===== config.mk =====
export PLATFORM = sky130hd
export DESIGN_NAME = riscv_mem_arbiter_flat
export DESIGN_NICKNAME = d
export VERILOG_FILES = /design/src/rtl/riscv_mem_arbiter_pkg.sv /design/src/rtl/riscv_mem_arbiter_if.sv /design/src/rtl/riscv_mem_arbiter_rr_arbiter2.sv /design/src/rtl/riscv_mem_arbiter.sv /design/src/flat_wrapper.sv
export SDC_FILE = /design/constraint.sdc
export NUM_CORES = 1
export LEC_CHECK = 0
export BUFFER_PORTS_ARGS = -buffer_cell sky130_fd_sc_hd__buf_2
export CORE_MARGIN = 3
export CORE_UTILIZATION = 40
export CTS_CLUSTER_DIAMETER = 120
export DETAILED_ROUTE_END_ITERATION = 8
export GPL_TIMING_DRIVEN = 0
export PLACE_DENSITY = 0.79
export SYNTH_ARGS = -nofsm -noshare
export SYNTH_HDL_FRONTEND = slang
export SYNTH_SLANG_ARGS = --single-unit

===== constraint.sdc =====
create_clock -name clk -period 1.7 [get_ports clk]
set_input_delay 0.34 -clock clk [delete_from_list [all_inputs] [get_ports clk]]
set_output_delay 0.34 -clock clk [all_outputs]
set_load 0.01 [all_outputs]

===== src/rtl/riscv_mem_arbiter_pkg.sv =====
// Shared types for the fetch/LSU memory arbiter: owner and sequencer state encodings.
package riscv_mem_pkg;
   localparam int LAT_CNT_W = 4;

   typedef enum logic {
      OWN_FETCH = 1'b0,
      OWN_DATA  = 1'b1
   } owner_e;

   typedef enum logic [1:0] {
      S_IDLE,
      S_ISSUE,
      S_WAIT,
      S_RESP
   } arb_state_e;
endpackage


===== src/rtl/riscv_mem_arbiter_if.sv =====
// Fetch, load/store and memory-side signals of the arbiter, bundled as one bus.
interface riscv_mem_arbiter_if #(
   parameter int ADDR_W = 32,
   parameter int DATA_W = 32
);
   localparam int STRB_W = DATA_W / 8;

   logic              if_valid;
   logic [ADDR_W-1:0] if_addr;
   logic              if_ready;
   logic              if_resp_valid;
   logic [DATA_W-1:0] if_resp_rdata;

   logic              d_valid;
   logic              d_we;
   logic [ADDR_W-1:0] d_addr;
   logic [DATA_W-1:0] d_wdata;
   logic [STRB_W-1:0] d_wstrb;
   logic              d_ready;
   logic              d_resp_valid;
   logic [DATA_W-1:0] d_resp_rdata;

   logic              mem_req;
   logic              mem_we;
   logic [ADDR_W-1:0] mem_addr;
   logic [DATA_W-1:0] mem_wdata;
   logic [STRB_W-1:0] mem_wstrb;
   logic [DATA_W-1:0] mem_rdata;

   modport slave (
      input  if_valid, if_addr, d_valid, d_we, d_addr, d_wdata, d_wstrb, mem_rdata,
      output if_ready, if_resp_valid, if_resp_rdata, d_ready, d_resp_valid, d_resp_rdata,
      output mem_req, mem_we, mem_addr, mem_wdata, mem_wstrb
   );

   modport master (
      output if_valid, if_addr, d_valid, d_we, d_addr, d_wdata, d_wstrb, mem_rdata,
      input  if_ready, if_resp_valid, if_resp_rdata, d_ready, d_resp_valid, d_resp_rdata,
      input  mem_req, mem_we, mem_addr, mem_wdata, mem_wstrb
   );
endinterface


===== src/rtl/riscv_mem_arbiter_rr_arbiter2.sv =====
// Two-way round-robin pick: bit 0 = fetch, bit 1 = data; on contention the
// requester that did not win last time is granted.
module rr_arbiter2
   import riscv_mem_pkg::*;
(
   input  logic [1:0] req_i,
   input  owner_e     last_grant_i,
   output logic [1:0] grant_o
);
   always_comb begin
      grant_o = 2'b00;
      case (req_i)
         2'b01:   grant_o = 2'b01;
         2'b10:   grant_o = 2'b10;
         2'b11:   grant_o = (last_grant_i == OWN_DATA) ? 2'b01 : 2'b10;
         default: grant_o = 2'b00;
      endcase
   end
endmodule


===== src/rtl/riscv_mem_arbiter.sv =====
// Shares one fixed-latency single-port RAM between instruction fetch and the LSU,
// one transaction in flight at a time.
//   state   | meaning
//   S_IDLE  | no transaction; arbitrate and accept
//   S_ISSUE | mem_req strobe with captured request
//   S_WAIT  | count down MEM_LATENCY-1, then capture mem_rdata
//   S_RESP  | owner's resp_valid pulse; also arbitrates like S_IDLE
module riscv_mem_arbiter
   import riscv_mem_pkg::*;
#(
   parameter int ADDR_W      = 32,
   parameter int DATA_W      = 32,
   parameter int MEM_LATENCY = 1
) (
   input  logic                clk,
   input  logic                reset,
   riscv_mem_arbiter_if.slave  bus
);
   localparam int STRB_W = DATA_W / 8;
   localparam logic [LAT_CNT_W-1:0] LAT_LOAD = LAT_CNT_W'(MEM_LATENCY - 1);

   arb_state_e        state_q, state_d;
   owner_e            owner_q, owner_d;
   owner_e            last_grant_q, last_grant_d;
   logic [ADDR_W-1:0] addr_q, addr_d;
   logic              we_q, we_d;
   logic [DATA_W-1:0] wdata_q, wdata_d;
   logic [STRB_W-1:0] wstrb_q, wstrb_d;
   logic [LAT_CNT_W-1:0] cnt_q, cnt_d;
   logic [DATA_W-1:0] if_rdata_q, if_rdata_d;
   logic [DATA_W-1:0] d_rdata_q, d_rdata_d;
   logic [1:0]        grant;
   logic              accept_en;

   rr_arbiter2 u_rr (
      .req_i        ({bus.d_valid, bus.if_valid}),
      .last_grant_i (last_grant_q),
      .grant_o      (grant)
   );

   // Ready is masked during reset so nothing is accepted while the FSM is being cleared.
   assign accept_en = ((state_q == S_IDLE) || (state_q == S_RESP)) && !reset;

   always_comb begin
      state_d      = state_q;
      owner_d      = owner_q;
      last_grant_d = last_grant_q;
      addr_d       = addr_q;
      we_d         = we_q;
      wdata_d      = wdata_q;
      wstrb_d      = wstrb_q;
      cnt_d        = cnt_q;
      if_rdata_d   = if_rdata_q;
      d_rdata_d    = d_rdata_q;
      case (state_q)
         S_IDLE, S_RESP: begin
            state_d = S_IDLE;
            if (grant[0]) begin
               owner_d      = OWN_FETCH;
               last_grant_d = OWN_FETCH;
               addr_d       = bus.if_addr;
               we_d         = 1'b0;
               wstrb_d      = '0;
               state_d      = S_ISSUE;
            end else if (grant[1]) begin
               owner_d      = OWN_DATA;
               last_grant_d = OWN_DATA;
               addr_d       = bus.d_addr;
               we_d         = bus.d_we;
               wdata_d      = bus.d_wdata;
               wstrb_d      = bus.d_wstrb;
               state_d      = S_ISSUE;
            end
         end
         S_ISSUE: begin
            cnt_d   = LAT_LOAD;
            state_d = S_WAIT;
         end
         S_WAIT: begin
            if (cnt_q != '0) begin
               cnt_d = cnt_q - LAT_CNT_W'(1);
            end else begin
               if (owner_q == OWN_FETCH) if_rdata_d = bus.mem_rdata;
               else                      d_rdata_d  = bus.mem_rdata;
               state_d = S_RESP;
            end
         end
         default: state_d = S_IDLE;
      endcase
   end

   always_ff @(posedge clk) begin
      if (reset) begin
         state_q      <= S_IDLE;
         owner_q      <= OWN_FETCH;
         last_grant_q <= OWN_DATA;
         addr_q       <= '0;
         we_q         <= 1'b0;
         wdata_q      <= '0;
         wstrb_q      <= '0;
         cnt_q        <= '0;
         if_rdata_q   <= '0;
         d_rdata_q    <= '0;
      end else begin
         state_q      <= state_d;
         owner_q      <= owner_d;
         last_grant_q <= last_grant_d;
         addr_q       <= addr_d;
         we_q         <= we_d;
         wdata_q      <= wdata_d;
         wstrb_q      <= wstrb_d;
         cnt_q        <= cnt_d;
         if_rdata_q   <= if_rdata_d;
         d_rdata_q    <= d_rdata_d;
      end
   end

   assign bus.if_ready      = accept_en && grant[0];
   assign bus.d_ready       = accept_en && grant[1];
   assign bus.if_resp_valid = (state_q == S_RESP) && (owner_q == OWN_FETCH);
   assign bus.d_resp_valid  = (state_q == S_RESP) && (owner_q == OWN_DATA);
   assign bus.if_resp_rdata = if_rdata_q;
   assign bus.d_resp_rdata  = d_rdata_q;
   assign bus.mem_req       = (state_q == S_ISSUE);
   assign bus.mem_we        = (state_q == S_ISSUE) && we_q;
   assign bus.mem_wstrb     = (state_q == S_ISSUE) ? wstrb_q : '0;
   assign bus.mem_addr      = addr_q;
   assign bus.mem_wdata     = wdata_q;
endmodule


===== src/flat_wrapper.sv =====
// flat-port wrapper written by rule: the top's interface ports become plain ports
module riscv_mem_arbiter_flat import riscv_mem_pkg::*;
#(
   parameter int ADDR_W      = 32,
   parameter int DATA_W      = 32,
   parameter int MEM_LATENCY = 1
)
  (clk, reset, bus_if_valid, bus_if_addr, bus_d_valid, bus_d_we, bus_d_addr, bus_d_wdata, bus_d_wstrb, bus_mem_rdata, bus_if_ready, bus_if_resp_valid, bus_if_resp_rdata, bus_d_ready, bus_d_resp_valid, bus_d_resp_rdata, bus_mem_req, bus_mem_we, bus_mem_addr, bus_mem_wdata, bus_mem_wstrb);
  riscv_mem_arbiter_if #(.ADDR_W(ADDR_W), .DATA_W(DATA_W)) bus_i ();
  input  logic clk;
  input  logic reset;
  input wire logic [$bits(bus_i.if_valid)-1:0] bus_if_valid;
  input wire logic [$bits(bus_i.if_addr)-1:0] bus_if_addr;
  input wire logic [$bits(bus_i.d_valid)-1:0] bus_d_valid;
  input wire logic [$bits(bus_i.d_we)-1:0] bus_d_we;
  input wire logic [$bits(bus_i.d_addr)-1:0] bus_d_addr;
  input wire logic [$bits(bus_i.d_wdata)-1:0] bus_d_wdata;
  input wire logic [$bits(bus_i.d_wstrb)-1:0] bus_d_wstrb;
  input wire logic [$bits(bus_i.mem_rdata)-1:0] bus_mem_rdata;
  output wire logic [$bits(bus_i.if_ready)-1:0] bus_if_ready;
  output wire logic [$bits(bus_i.if_resp_valid)-1:0] bus_if_resp_valid;
  output wire logic [$bits(bus_i.if_resp_rdata)-1:0] bus_if_resp_rdata;
  output wire logic [$bits(bus_i.d_ready)-1:0] bus_d_ready;
  output wire logic [$bits(bus_i.d_resp_valid)-1:0] bus_d_resp_valid;
  output wire logic [$bits(bus_i.d_resp_rdata)-1:0] bus_d_resp_rdata;
  output wire logic [$bits(bus_i.mem_req)-1:0] bus_mem_req;
  output wire logic [$bits(bus_i.mem_we)-1:0] bus_mem_we;
  output wire logic [$bits(bus_i.mem_addr)-1:0] bus_mem_addr;
  output wire logic [$bits(bus_i.mem_wdata)-1:0] bus_mem_wdata;
  output wire logic [$bits(bus_i.mem_wstrb)-1:0] bus_mem_wstrb;
  assign bus_i.if_valid = bus_if_valid;
  assign bus_i.if_addr = bus_if_addr;
  assign bus_i.d_valid = bus_d_valid;
  assign bus_i.d_we = bus_d_we;
  assign bus_i.d_addr = bus_d_addr;
  assign bus_i.d_wdata = bus_d_wdata;
  assign bus_i.d_wstrb = bus_d_wstrb;
  assign bus_i.mem_rdata = bus_mem_rdata;
  assign bus_if_ready = bus_i.if_ready;
  assign bus_if_resp_valid = bus_i.if_resp_valid;
  assign bus_if_resp_rdata = bus_i.if_resp_rdata;
  assign bus_d_ready = bus_i.d_ready;
  assign bus_d_resp_valid = bus_i.d_resp_valid;
  assign bus_d_resp_rdata = bus_i.d_resp_rdata;
  assign bus_mem_req = bus_i.mem_req;
  assign bus_mem_we = bus_i.mem_we;
  assign bus_mem_addr = bus_i.mem_addr;
  assign bus_mem_wdata = bus_i.mem_wdata;
  assign bus_mem_wstrb = bus_i.mem_wstrb;
  riscv_mem_arbiter #(.ADDR_W(ADDR_W), .DATA_W(DATA_W), .MEM_LATENCY(MEM_LATENCY)) u_core (.clk(clk), .reset(reset), .bus(bus_i));
endmodule

==> impl_results.rst <==
.. list-table::
   :header-rows: 1

   * - Metric
     - Value
   * - Fraction of final layout cells with drive strength greater than 1
     - 0.417
   * - Nature of the critical path startpoint
     - register
   * - Max_slew headroom
     - 0.647
   * - Pin count of the biggest net entering global routing
     - 17
   * - Worst min path class
     - in -> reg
   * - Largest fanout on the critical path
     - 3
   * - Post-synthesis cell type with the largest combined area
     - sky130_fd_sc_hd__dfxtp_1
   * - Final instance area
     - 8260 um^2
   * - Total standard cell area after synthesis
     - 5710 um^2
   * - Total number of vias
     - 5348
   * - Synth Net Count
     - 715
   * - Number of fill cells in the layout
     - 1214
   * - Post-Syn Area per Cell
     - 9.94 um^2
   * - Die X
     - 125 um
   * - Tightest hold margin
     - 0.141 ns
   * - Leakage power summed over all cells
     - 3.98 nW
   * - Clock sink count
     - 141
   * - Clock tree from TritonCTS
     - yes
   * - Die Footprint
     - 15700 um^2
   * - DIE HEIGHT
     - 125 um
   * - Hold_buf cts
     - 0
   * - Share of the clock period used by the worst path after layout
     - 1.09
   * - Transition time at the pin with the least slew margin
     - 0.530 ns
   * - Number of enable flip-flop cells after synthesis
     - 0
   * - Setup repair after global routing missed its margin
     - yes
   * - Longest Clk Path Bufs
     - 2
   * - Number of global-route vias before repair
     - 5300
   * - Util after Layout
     - 0.592
   * - Overall Power
     - 12.1 mW
   * - Io pins
     - 275
   * - Clock transition time at the flip-flop clock pins of the worst setup and hold paths
     - 0.06 ns
   * - Placer Congestion
     - 0.794
   * - WL/cell
     - 15.5 um
   * - Worst reg-to-reg setup slack
     - 0.03 ns
   * - Post-place instance area
     - 7300 um^2
   * - Aggregate global-route resource usage
     - 0.208
   * - Global-route wire length before repair
     - 26800 um
   * - Register bit total from synthesis
     - 141
   * - Count of nets after finishing
     - 1021
   * - Violations in the final reports
     - setup timing
   * - Hold Path Depth
     - 2
   * - Synth-to-layout area growth
     - 44.6%
   * - Result of the run
     - finished with violations
   * - Max-capacitance violation count
     - 0
   * - Initial DRC Count
     - 197
   * - Number of cell rows
     - 43
   * - Number of diodes added for antenna fixing
     - 0
   * - Total DRC errors in the routed layout
     - 0
   * - Worst IR drop on VDD
     - 0.694 mV
   * - TritonRoute pass-1 iters
     - 4
   * - Clock root buffer
     - sky130_fd_sc_hd__clkbuf_16
   * - Proportion of register bits with asynchronous set or reset after synthesis
     - 0
   * - Cell count of the worst reg-to-reg path
     - 8
   * - Maximum level of the CTS H-tree
     - 4
   * - Cell types occupying the most area after synthesis
     - sky130_fd_sc_hd__dfxtp_1 (49%), sky130_fd_sc_hd__mux2i_1 (11%), sky130_fd_sc_hd__nand2b_1 (11%)
   * - Count of port buffers added during placement
     - 273
   * - Power density over cell area
     - 1460 nW/um^2
   * - Ratio of routed vias to standard cells
     - 4.98
   * - Register area share after synthesis
     - 0.495
   * - HPWL after detailed placement
     - 12300 um
   * - Placeable core region
     - 13900 um^2
   * - Total length of routed wires
     - 16700 um
   * - Required time at the worst-slack endpoint
     - 1.36 ns
   * - Class of the most critical setup path
     - reg -> out
   * - Initial antenna violation count
     - 0
   * - Total congestion overflow
     - 0
   * - Setup Skew
     - 0.00614 ns
   * - Most used cells in the layout excluding fill and tap cells
     - sky130_fd_sc_hd__buf_2 (277), sky130_fd_sc_hd__dfxtp_1 (137), sky130_fd_sc_hd__nand2b_1 (97)
   * - Total of warnings raised by yosys
     - 0
   * - Min Tclk post-route
     - 1.85 ns
   * - Footprint of the multi-input gates
     - 2730 um^2
   * - Worst Path Arrival
     - 1.51 ns
   * - Synthesized netlist cell count
     - 574
   * - Number of pins with negative max-slew slack in the final report
     - 0
   * - Post-detailed-route count of antenna-violating nets
     - 0
   * - Post-synth top flop
     - sky130_fd_sc_hd__dfxtp_1
   * - Final count of hold timing violations
     - 0
   * - Top-area cell type share of the netlist area
     - 0.495
   * - Area of all sequential standard cells
     - 2830 um^2
   * - # setup viols final
     - 2
   * - Clock latency reported for the late side of the worst-skew pair
     - 0.41 ns
   * - Initial Utilization
     - 0.410
   * - Final setup margin
     - -0.154 ns
   * - Max Fclk
     - 0.539 GHz
   * - Unique masters post-synth
     - 34
   * - Commonest non-fill, non-tap cell in the layout
     - sky130_fd_sc_hd__buf_2
   * - Type of element capturing the critical path
     - output port
   * - Num CTS Buffers
     - 17
## worst max-delay path, cell delays in order (launching register included)
cell and delay (ns):
sky130_fd_sc_hd__dfxtp_2 0.34, sky130_fd_sc_hd__inv_2 0.05, sky130_fd_sc_hd__ha_4 0.26, sky130_fd_sc_hd__and4b_1 0.22, sky130_fd_sc_hd__clkbuf_8 0.14, sky130_fd_sc_hd__buf_6 0.09
## metal layers
metal  vias up  wire (um)  GRT usage  share of wire
li1       2661          -          -              -
met2       200       8310      0.355           0.50
met3        16       1110     0.0594          0.067
met4         0        216     0.0631          0.013
met1      2471       7040      0.254           0.42
met5         -          0          0              0
## kinds of logic after synthesis
kind of cell,after synthesis,share of synthesized area
AO/OA/AOI/OAI,117,0.152
adder cells (fa/ha/maj),4,0.00877
buffers and inverters,57,0.0443
flip-flops,141,0.495
multiplexers,64,0.112
AND/OR/NAND/NOR,191,0.189
## worst paths after layout
check                                                     from                               endpoint
worst max register to register  u_core.state_q[0]$_SDFFE_PP0P_  u_core.bus.mem_wdata[24]$_SDFFE_PP0P_
worst min register to register        u_core.we_q$_SDFFE_PP0P_               u_core.we_q$_SDFFE_PP0P_
worst min-delay path                           bus_d_wdata[21]  u_core.bus.mem_wdata[21]$_SDFFE_PP0P_
worst max-delay path            u_core.state_q[0]$_SDFFE_PP0P_                            bus_d_ready
## Yosys cell counts, drive strengths merged (6+ instances only)
master	number
a22o	37
o21ai	36
dfxtp	141
buf	18
nor2	36
a311oi	32
mux2i	64
nand3	36
and2	7
inv	6
nand2b	97
clkbuf	33
## through the flow
stage,setup WS (ns),std cells,TNS (ns)
floorplan,0.0776,574,0
global placement,-0.392,1027,-18.16
detailed placement,-0.397,1027,-19.28
CTS,-0.184,1068,-0.432
global route,-0.216,1073,-1.32
finish,-0.154,1073,-0.298
## area by class of cell
cell class / instances / area share
Sequential cell: 141 / 0.343
Multi-Input combinational cell: 376 / 0.330
Timing Repair Buffer: 290 / 0.183
Clock buffer: 18 / 0.0532
Buffer: 48 / 0.0349
Tap cell: 180 / 0.0273
Clock inverter: 14 / 0.0250
Inverter: 6 / 0.00303
## power by group
group	internal, mW	total [mW]	switching (mW)
logic	1.69	3.66	1.97
clock network	2.53	4.05	1.52
registers	3.98	4.34	0.360
## state kept, by name, indices dropped and copies added, names as in the netlist
register,cells
u_core.state_q,2
u_core.owner_q,1
u_core.bus.d_resp_rdata,32
u_core.bus.mem_wdata,32
u_core.we_q,1
u_core.wstrb_q,4
u_core.last_grant_q,1
u_core.bus.mem_addr,32
u_core.bus.if_resp_rdata,32
u_core.cnt_q,4
## repair_timing
action,4_1_cts,5_1_grt
endpoints found under the setup margin,122,60
resized for setup,46,24
cloned,1,1
pin swaps,5,8
setup buffers,10,6
(Power assumes the default switching activity.)
